File: src/rtl/adc_multi_capture_pkg.sv
`default_nettype none
// ============================================================================
// Module   : adc_multi_capture_pkg
// Brief    : Shared state encoding, default parameters and frame field helper
//            for the multi-channel ADC capture engine.
// Revision : 1.0
// ============================================================================
package adc_multi_capture_pkg;

    typedef enum logic [2:0] {
        ST_IDLE  = 3'd0,
        ST_SETUP = 3'd1,
        ST_SHIFT = 3'd2,
        ST_QUIET = 3'd3,
        ST_PUSH  = 3'd4
    } state_t;

    localparam int c_DEF_NCH        = 3;
    localparam int c_DEF_SAMPLE_W   = 12;
    localparam int c_DEF_FRAME_BITS = 16;
    localparam int c_DEF_LEAD_BITS  = 4;
    localparam int c_DEF_CLKDIV     = 2;
    localparam int c_DEF_QUIET_CYC  = 4;
    localparam int c_DEF_DEPTH      = 4;

    // Returns frame[msb -: width], right-aligned (frames up to 64 bits, fields up to 32)
    function automatic logic [31:0] frame_field(input logic [63:0] frame,
                                                input int          msb,
                                                input int          width);
        logic [63:0] v;
        v = frame >> (msb - width + 1);
        return v[31:0] & ((32'd1 << width) - 32'd1);
    endfunction

endpackage
`default_nettype wire

File: src/rtl/adc_sync_fifo.sv
`default_nettype none
// ============================================================================
// Module   : adc_sync_fifo
// Brief    : First-word-fall-through synchronous FIFO with flush; a pop frees
//            its slot for a push in the same cycle.
// Revision : 1.0
// ============================================================================
module adc_sync_fifo #(
    parameter int DEPTH = 4,
    parameter int WIDTH = 36
) (
    input  logic             clk,
    input  logic             rst_n,
    input  logic             i_clr,
    input  logic             i_push,
    input  logic             i_pop,
    input  logic [WIDTH-1:0] i_data,
    output logic [WIDTH-1:0] o_data,
    output logic             o_valid,
    output logic             o_full
);
    localparam int             c_AW   = $clog2(DEPTH);
    localparam logic [c_AW:0]  c_FULL = (c_AW + 1)'(DEPTH);

    logic [WIDTH-1:0] r_mem [DEPTH];
    logic [c_AW-1:0]  r_wr_ptr;
    logic [c_AW-1:0]  r_rd_ptr;
    logic [c_AW:0]    r_count;
    logic             w_do_pop;
    logic             w_do_push;

    assign o_valid   = (r_count != '0);
    assign o_full    = (r_count == c_FULL);
    assign o_data    = r_mem[r_rd_ptr];
    assign w_do_pop  = i_pop && o_valid;
    assign w_do_push = i_push && (!o_full || w_do_pop);

    always_ff @(posedge clk or negedge rst_n) begin
        if (!rst_n) begin
            for (int i = 0; i < DEPTH; i++) r_mem[i] <= '0;
            r_wr_ptr <= '0;
            r_rd_ptr <= '0;
            r_count  <= '0;
        end else if (i_clr) begin
            r_wr_ptr <= '0;
            r_rd_ptr <= '0;
            r_count  <= '0;
        end else begin
            if (w_do_push) begin
                r_mem[r_wr_ptr] <= i_data;
                r_wr_ptr        <= r_wr_ptr + c_AW'(1);
            end
            if (w_do_pop) r_rd_ptr <= r_rd_ptr + c_AW'(1);
            case ({w_do_push, w_do_pop})
                2'b10:   r_count <= r_count + (c_AW + 1)'(1);
                2'b01:   r_count <= r_count - (c_AW + 1)'(1);
                default: r_count <= r_count;
            endcase
        end
    end

endmodule
`default_nettype wire

File: src/rtl/adc_multi_capture.sv
`default_nettype none
// ============================================================================
// Module   : adc_multi_capture
// Brief    : Shared CS/SCLK sequencer for NCH serial ADCs; shifts all lines in
//            parallel and buffers one packed NCH-channel word per conversion.
// Revision : 1.0
// ============================================================================
module adc_multi_capture
    import adc_multi_capture_pkg::*;
#(
    parameter int NCH        = c_DEF_NCH,
    parameter int SAMPLE_W   = c_DEF_SAMPLE_W,
    parameter int FRAME_BITS = c_DEF_FRAME_BITS,
    parameter int LEAD_BITS  = c_DEF_LEAD_BITS,
    parameter int CLKDIV     = c_DEF_CLKDIV,
    parameter int QUIET_CYC  = c_DEF_QUIET_CYC,
    parameter int DEPTH      = c_DEF_DEPTH
) (
    input  logic                    CLK50,
    input  logic                    MSS_RESET_N,
    input  logic                    start,
    input  logic                    cont,
    input  logic                    clr,
    input  logic [NCH-1:0]          adc_din,
    output logic                    CS,
    output logic                    SCLK,
    output logic [NCH*SAMPLE_W-1:0] out_data,
    output logic                    out_valid,
    input  logic                    out_ready,
    output logic                    busy,
    output logic                    overflow,
    output logic [15:0]             frame_cnt
);
    localparam int c_W       = NCH * SAMPLE_W;
    localparam int c_CNT_MAX = (2 * CLKDIV > QUIET_CYC) ? 2 * CLKDIV : QUIET_CYC;
    localparam int c_CNT_W   = $clog2(c_CNT_MAX + 1);
    localparam int c_BIT_W   = $clog2(FRAME_BITS + 1);

    state_t             r_state, w_state_nxt;
    logic [c_CNT_W-1:0] r_cnt, w_cnt_nxt;
    logic [c_BIT_W-1:0] r_bit, w_bit_nxt;
    logic               r_cs, w_cs_nxt;
    logic               r_sclk, w_sclk_nxt;
    logic               w_sample;
    logic               w_push;
    logic               w_pop;
    logic               w_full;
    logic               r_overflow;
    logic [15:0]        r_frame_cnt;
    logic [c_W-1:0]     w_word;

    assign CS        = r_cs;
    assign SCLK      = r_sclk;
    assign busy      = (r_state != ST_IDLE);
    assign overflow  = r_overflow;
    assign frame_cnt = r_frame_cnt;
    assign w_pop     = out_valid && out_ready;

    always_ff @(posedge CLK50 or negedge MSS_RESET_N) begin
        if (!MSS_RESET_N) begin
            r_state <= ST_IDLE;
            r_cnt   <= '0;
            r_bit   <= '0;
            r_cs    <= 1'b1;
            r_sclk  <= 1'b1;
        end else begin
            r_state <= w_state_nxt;
            r_cnt   <= w_cnt_nxt;
            r_bit   <= w_bit_nxt;
            r_cs    <= w_cs_nxt;
            r_sclk  <= w_sclk_nxt;
        end
    end

    // CS/SCLK are computed one cycle ahead so the pins come straight from flops
    always_comb begin
        w_state_nxt = r_state;
        w_cnt_nxt   = r_cnt + c_CNT_W'(1);
        w_bit_nxt   = r_bit;
        w_cs_nxt    = r_cs;
        w_sclk_nxt  = r_sclk;
        w_sample    = 1'b0;
        w_push      = 1'b0;
        case (r_state)
            ST_IDLE: begin
                w_cnt_nxt = '0;
                if (start || cont) begin
                    w_state_nxt = ST_SETUP;
                    w_cs_nxt    = 1'b0;
                end
            end
            ST_SETUP: begin
                if (r_cnt == c_CNT_W'(CLKDIV - 1)) begin
                    w_state_nxt = ST_SHIFT;
                    w_cnt_nxt   = '0;
                    w_bit_nxt   = '0;
                    w_sclk_nxt  = 1'b0;
                end
            end
            ST_SHIFT: begin
                if (r_cnt == c_CNT_W'(CLKDIV - 1)) begin
                    w_sclk_nxt = 1'b1;
                    w_sample   = 1'b1;
                end
                if (r_cnt == c_CNT_W'(2 * CLKDIV - 1)) begin
                    w_cnt_nxt = '0;
                    if (r_bit == c_BIT_W'(FRAME_BITS - 1)) begin
                        w_state_nxt = ST_QUIET;
                        w_cs_nxt    = 1'b1;
                    end else begin
                        w_sclk_nxt = 1'b0;
                        w_bit_nxt  = r_bit + c_BIT_W'(1);
                    end
                end
            end
            ST_QUIET: begin
                if (r_cnt == c_CNT_W'(QUIET_CYC - 1)) begin
                    w_state_nxt = ST_PUSH;
                    w_cnt_nxt   = '0;
                end
            end
            ST_PUSH: begin
                w_push    = 1'b1;
                w_cnt_nxt = '0;
                if (cont) begin
                    w_state_nxt = ST_SETUP;
                    w_cs_nxt    = 1'b0;
                end else begin
                    w_state_nxt = ST_IDLE;
                end
            end
            default: begin
                w_state_nxt = ST_IDLE;
                w_cnt_nxt   = '0;
                w_cs_nxt    = 1'b1;
                w_sclk_nxt  = 1'b1;
            end
        endcase
    end

    for (genvar gi = 0; gi < NCH; gi++) begin : g_ch
        logic [FRAME_BITS-1:0] r_shift;

        always_ff @(posedge CLK50 or negedge MSS_RESET_N) begin
            if (!MSS_RESET_N)  r_shift <= '0;
            else if (w_sample) r_shift <= {r_shift[FRAME_BITS-2:0], adc_din[gi]};
        end

        assign w_word[gi*SAMPLE_W +: SAMPLE_W] =
            SAMPLE_W'(frame_field(64'(r_shift), FRAME_BITS - 1 - LEAD_BITS, SAMPLE_W));
    end

    // A push into a full buffer only lands when a pop frees the head slot
    always_ff @(posedge CLK50 or negedge MSS_RESET_N) begin
        if (!MSS_RESET_N) begin
            r_overflow  <= 1'b0;
            r_frame_cnt <= '0;
        end else if (clr) begin
            r_overflow  <= 1'b0;
            r_frame_cnt <= '0;
        end else if (w_push) begin
            if (w_full && !w_pop) r_overflow  <= 1'b1;
            else                  r_frame_cnt <= r_frame_cnt + 16'd1;
        end
    end

    adc_sync_fifo #(
        .DEPTH (DEPTH),
        .WIDTH (c_W)
    ) u_fifo (
        .clk     (CLK50),
        .rst_n   (MSS_RESET_N),
        .i_clr   (clr),
        .i_push  (w_push),
        .i_pop   (w_pop),
        .i_data  (w_word),
        .o_data  (out_data),
        .o_valid (out_valid),
        .o_full  (w_full)
    );

endmodule
`default_nettype wire
File: config.mk
export PLATFORM = sky130hd
export DESIGN_NAME = adc_multi_capture
export DESIGN_NICKNAME = d
export VERILOG_FILES = /design/src/rtl/adc_multi_capture_pkg.sv /design/src/rtl/adc_sync_fifo.sv /design/src/rtl/adc_multi_capture.sv
export SDC_FILE = /design/constraint.sdc
export NUM_CORES = 1
export LEC_CHECK = 0
export ABC_AREA = 1
export CAP_MARGIN = 5
export CORE_MARGIN = 2
export CORE_UTILIZATION = 35
export DETAILED_ROUTE_END_ITERATION = 8
export GPL_ROUTABILITY_DRIVEN = 0
export SLEW_MARGIN = 20
export SYNTH_ARGS = -nofsm -noshare
export SYNTH_HDL_FRONTEND = slang
export SYNTH_SLANG_ARGS = --single-unit
File: constraint.sdc
create_clock -name CLK50 -period 2.45 [get_ports CLK50]
set_input_delay 0.735 -clock CLK50 [delete_from_list [all_inputs] [get_ports CLK50]]
set_output_delay 0.735 -clock CLK50 [all_outputs]
set_load 0.02 [all_outputs]
==> flow_metrics.py, run 1 <==
metrics = {
    "clock_tree": {
        "clk_pin_slew_worst_paths_ns": 0.06,
        "numCtsBuffers": 26,
        "clockBufferDepth": 3,
        "cts_hold_buffers": 0,
        "clock_sinks": 217,
        "root_buffer": "clkbuf_16",
        "cts_tree": "done",
        "clk_latency_ns": 0.52,
        "htree_levels": 1,
    },
    "run_status": {
        "violations": "negative setup slack",
        "status": "finished with violations",
    },
    "final_layout": {
        "area.growth.synth_to_final_pct": 26.3,
        "multi_input_comb_area_um2": 4050,
        "final_area_um2": 12600,
        "postLayoutCoreUtil_pct": 45.1,
        "diodes": 0,
        "drive_gt1_share_pct": 20.7,
        "nFillCells": 2754,
        "layout.nets": 1242,
        "final_cells": 1617,
        "seqCellArea_um2": 5440,
    },
    "setup_path": {
        "critPathSlowestCell": "dfrtp_2",
        "critPathLaunch": "u_fifo.r_rd_ptr[0]",
        "crit_cells": 5,
        "cpLargestDelayFamily": "buffers and inverters",
        "r2r_cells": 10,
        "cp_data_arrival_time_ns": 1.80,
        "crit_buf_inv": 3,
        "critical-path-max-stage-delay_ns": 0.48,
        "r2r_end": "u_fifo.r_count[2]",
        "start_kind": "register",
        "cp-end-kind": "primary output",
        "rrSetupSlack_ns": 0.39,
        "crit_fanout": 13,
        "crit_type": "reg -> out",
        "r2r_start": "r_state[0]",
        "critical_path.cell_chain": "inv_8 -> buf_12 -> o21ai_0 -> o22ai_1 -> buf_4",
        "required_ns": 1.71,
    },
    "die": {
        "core_um2": 28000,
        "die_y_um": 173,
        "dieArea_um2": 30000,
        "rows": 61,
        "initial_utilization_pct": 35.7,
        "io_pins": 66,
        "die_x_um": 173,
    },
    "grt": {
        "grtUsageTotal_pct": 16.0,
        "grt-ovfl-total": 0,
        "grt_max_degree": 73,
        "grt_pass1_vias": 7625,
        "grt_first_pass_wirelength_um": 40100,
        "antenna_found_initial": 0,
    },
    "timing": {
        "finClkSkew_ns": 0.0113,
        "fmax_ghz": 0.394,
        "setup_tns_ns": -0.997,
        "final_hold_viol_count": 0,
        "finalCritPeriodShare_pct": 104,
        "fin_ws_ns": -0.0879,
        "slew_violations": 0,
        "period_needed_ns": 2.54,
        "grt_setup_unrepaired": "yes",
        "setup_violations": 29,
        "worst_pin_slew_ns": 0.533,
        "maxSlewHeadroom_pct": 64.5,
    },
    "place": {
        "port_buffers": 65,
        "place_area_um2": 11200,
        "dpl.hpwl_um": 14400,
        "dp.cells": 1555,
    },
    "routing": {
        "wl_per_cell_um": 15.0,
        "drtPass1Iterations": 5,
        "route.detailed.drc": 0,
        "drt-initial-drc-count": 467,
        "wirelength_um": 24200,
        "vias": 7877,
        "antenna_left": 0,
        "drt-vias-per-instance": 4.87,
    },
    "pwr": {
        "ir_drop_uv": 349,
        "leakage_nw": 5.92,
        "cellPowerDensity_nw_per_um2": 809,
    },
    "synth": {
        "syn-instance-count": 1131,
        "synth_seq_cells": 217,
        "seq_area_frac_synth_pct": 54.3,
        "syn-cell-area_um2": 10000,
        "yosysWarnings": 0,
        "syn_nets": 1152,
        "syn_avg_cell_area_um2": 8.85,
        "yosys.cell_types.count": 34,
    },
    "hold_path": {
        "holdCritPathClass": "in -> async",
    },
    "run": {
        "maxCapViolations": 0,
    },
}
cells in the mapped netlist:
master	count	area, um2
or2_2	2	12.5
o22ai_1	36	225
xor2_1	3	26.3
a22oi_1	1	7.51
o31ai_1	1	7.51
nand4_1	14	87.6
o21bai_1	4	30.0
a21oi_1	7	35.0
buf_2	2	10.0
inv_1	81	304
nand3_2	1	10.0
nor2_8	1	20.0
buf_4	3	22.5
clkbuf_1	31	116
ha_1	11	138
nor2_1	111	417
clkbuf_8	4	55.1
nand2_2	3	18.8
inv_2	2	7.51
o21ai_2	50	438
buf_6	21	236
o21ai_1	94	470
nand2_1	274	1030
xnor2_1	2	17.5
nor2_4	2	22.5
nand2_4	5	56.3
dfstp_2	2	52.6
and3_1	1	6.26
fa_1	1	20.0
nand3_1	17	85.1
a31oi_1	1	6.26
o21ai_0	124	621
nor3_1	4	20.0
dfrtp_1	215	5380
routing by layer:
layer,global-route usage (%),vias up,part of all wire [%]
met1,22.3,3781,48
met5,0,-,0
met4,3.50,0,2.2
met3,2.75,31,3.8
met2,26.2,140,46
li1,-,3925,-
through the flow:
step                      worst slack, ns  power [mW]  hold slack (ns)
after floorplan                     0.234        4.77            0.439
after global placement            -0.0350        5.78            0.453
after detailed placement          -0.0506        5.79            0.464
after CTS                          -0.184        9.98            0.166
after global routing               -0.141        10.7            0.171
final                             -0.0879        10.2            0.143
worst reg2reg max path, cell delays in order (launching register included):
cell and delay (ns):
dfrtp_2 0.45, nor2_1 0.27, nand2_1 0.18, nand2_1 0.12, inv_1 0.05, fa_1 0.38
xnor2_1 0.20, o21bai_1 0.13, nand2_1 0.06, nand3_1 0.07, nand2_1 0.05
logic make-up after synthesis:
family	share of synthesized area, %
simple gates	17.8
compound gates	18.4
flops	54.3
buf+inv	7.51
fa+ha+maj	1.57
xor+xnor	0.438
repair_timing:
action / in CTS / in global routing
pin swaps: 7 / 22
endpoints found under the hold margin: 0 / 0
setup endpoints to repair: 36 / 38
cloned: 1 / 5
buffers inserted: 7 / 3
gates resized for setup: 190 / 103
cell usage in the layout (no fill, tap or decap), drive strengths merged, types with 2 or more instances in the layout:
| cell | count |
|---|---|
| dfrtp | 215 |
| nand4 | 14 |
| clkdlybuf4s50 | 25 |
| or2 | 2 |
| clkbuf | 38 |
| inv | 84 |
| dlygate4sd2 | 2 |
| a21oi | 7 |
| o21ai | 268 |
| xor2 | 3 |
| bufinv | 4 |
| xnor2 | 2 |
| nand3 | 18 |
| buf | 90 |
| o21bai | 4 |
| ha | 11 |
| nand2 | 282 |
| nor3 | 4 |
| nor2 | 114 |
| clkinv | 7 |
| dfstp | 2 |
| o22ai | 36 |
worst max path at each step:
| stage | endpoint | slack [ns] |
|---|---|---|
| after CTS | out_data[8] | -0.18 |
| after floorplan | out_data[10] | 0.23 |
| after global routing | out_data[9] | -0.14 |
| final | out_data[30] | -0.09 |
| after detailed placement | out_data[30] | -0.05 |
| after global placement | out_data[30] | -0.04 |
power breakdown:
group | switching (mW) | total, mW | internal (mW)
Combinational | 1.35 | 2.48 | 1.13
Sequential | 0.0585 | 3.70 | 3.64
Clock | 1.51 | 4.05 | 2.54
flip-flops by register name (all words and copies together), names as in the netlist, 2 cells and up:
signal / flops
u_fifo.r_wr_ptr: 2
g_ch.r_shift: 36
u_fifo.r_mem: 144
r_state: 3
r_cnt: 3
r_bit: 5
u_fifo.r_count: 3
frame_cnt: 16
u_fifo.r_rd_ptr: 2
layout make-up:
cell class | instances | area share [%]
Multi-Input combinational cell | 770 | 32.0
Inverter | 83 | 2.52
Sequential cell | 217 | 43.0
Clock inverter | 13 | 1.36
Clock buffer | 33 | 5.84
Tap cell | 378 | 3.74
Timing Repair Buffer | 123 | 11.5
No activity file was read; power rests on OpenSTA's default activity.
==> run 2, diff against run 1 <==
--- a/config.mk
+++ b/config.mk
@@ -6,7 +6,7 @@
 export NUM_CORES = 1
 export LEC_CHECK = 0
 export ABC_AREA = 1
-export CAP_MARGIN = 5
+export CAP_MARGIN = 10
 export CORE_MARGIN = 2
 export CORE_UTILIZATION = 35
 export DETAILED_ROUTE_END_ITERATION = 8
==> results of run 2 <==
Final layout, timing and power as in run 1 (identical DEF).
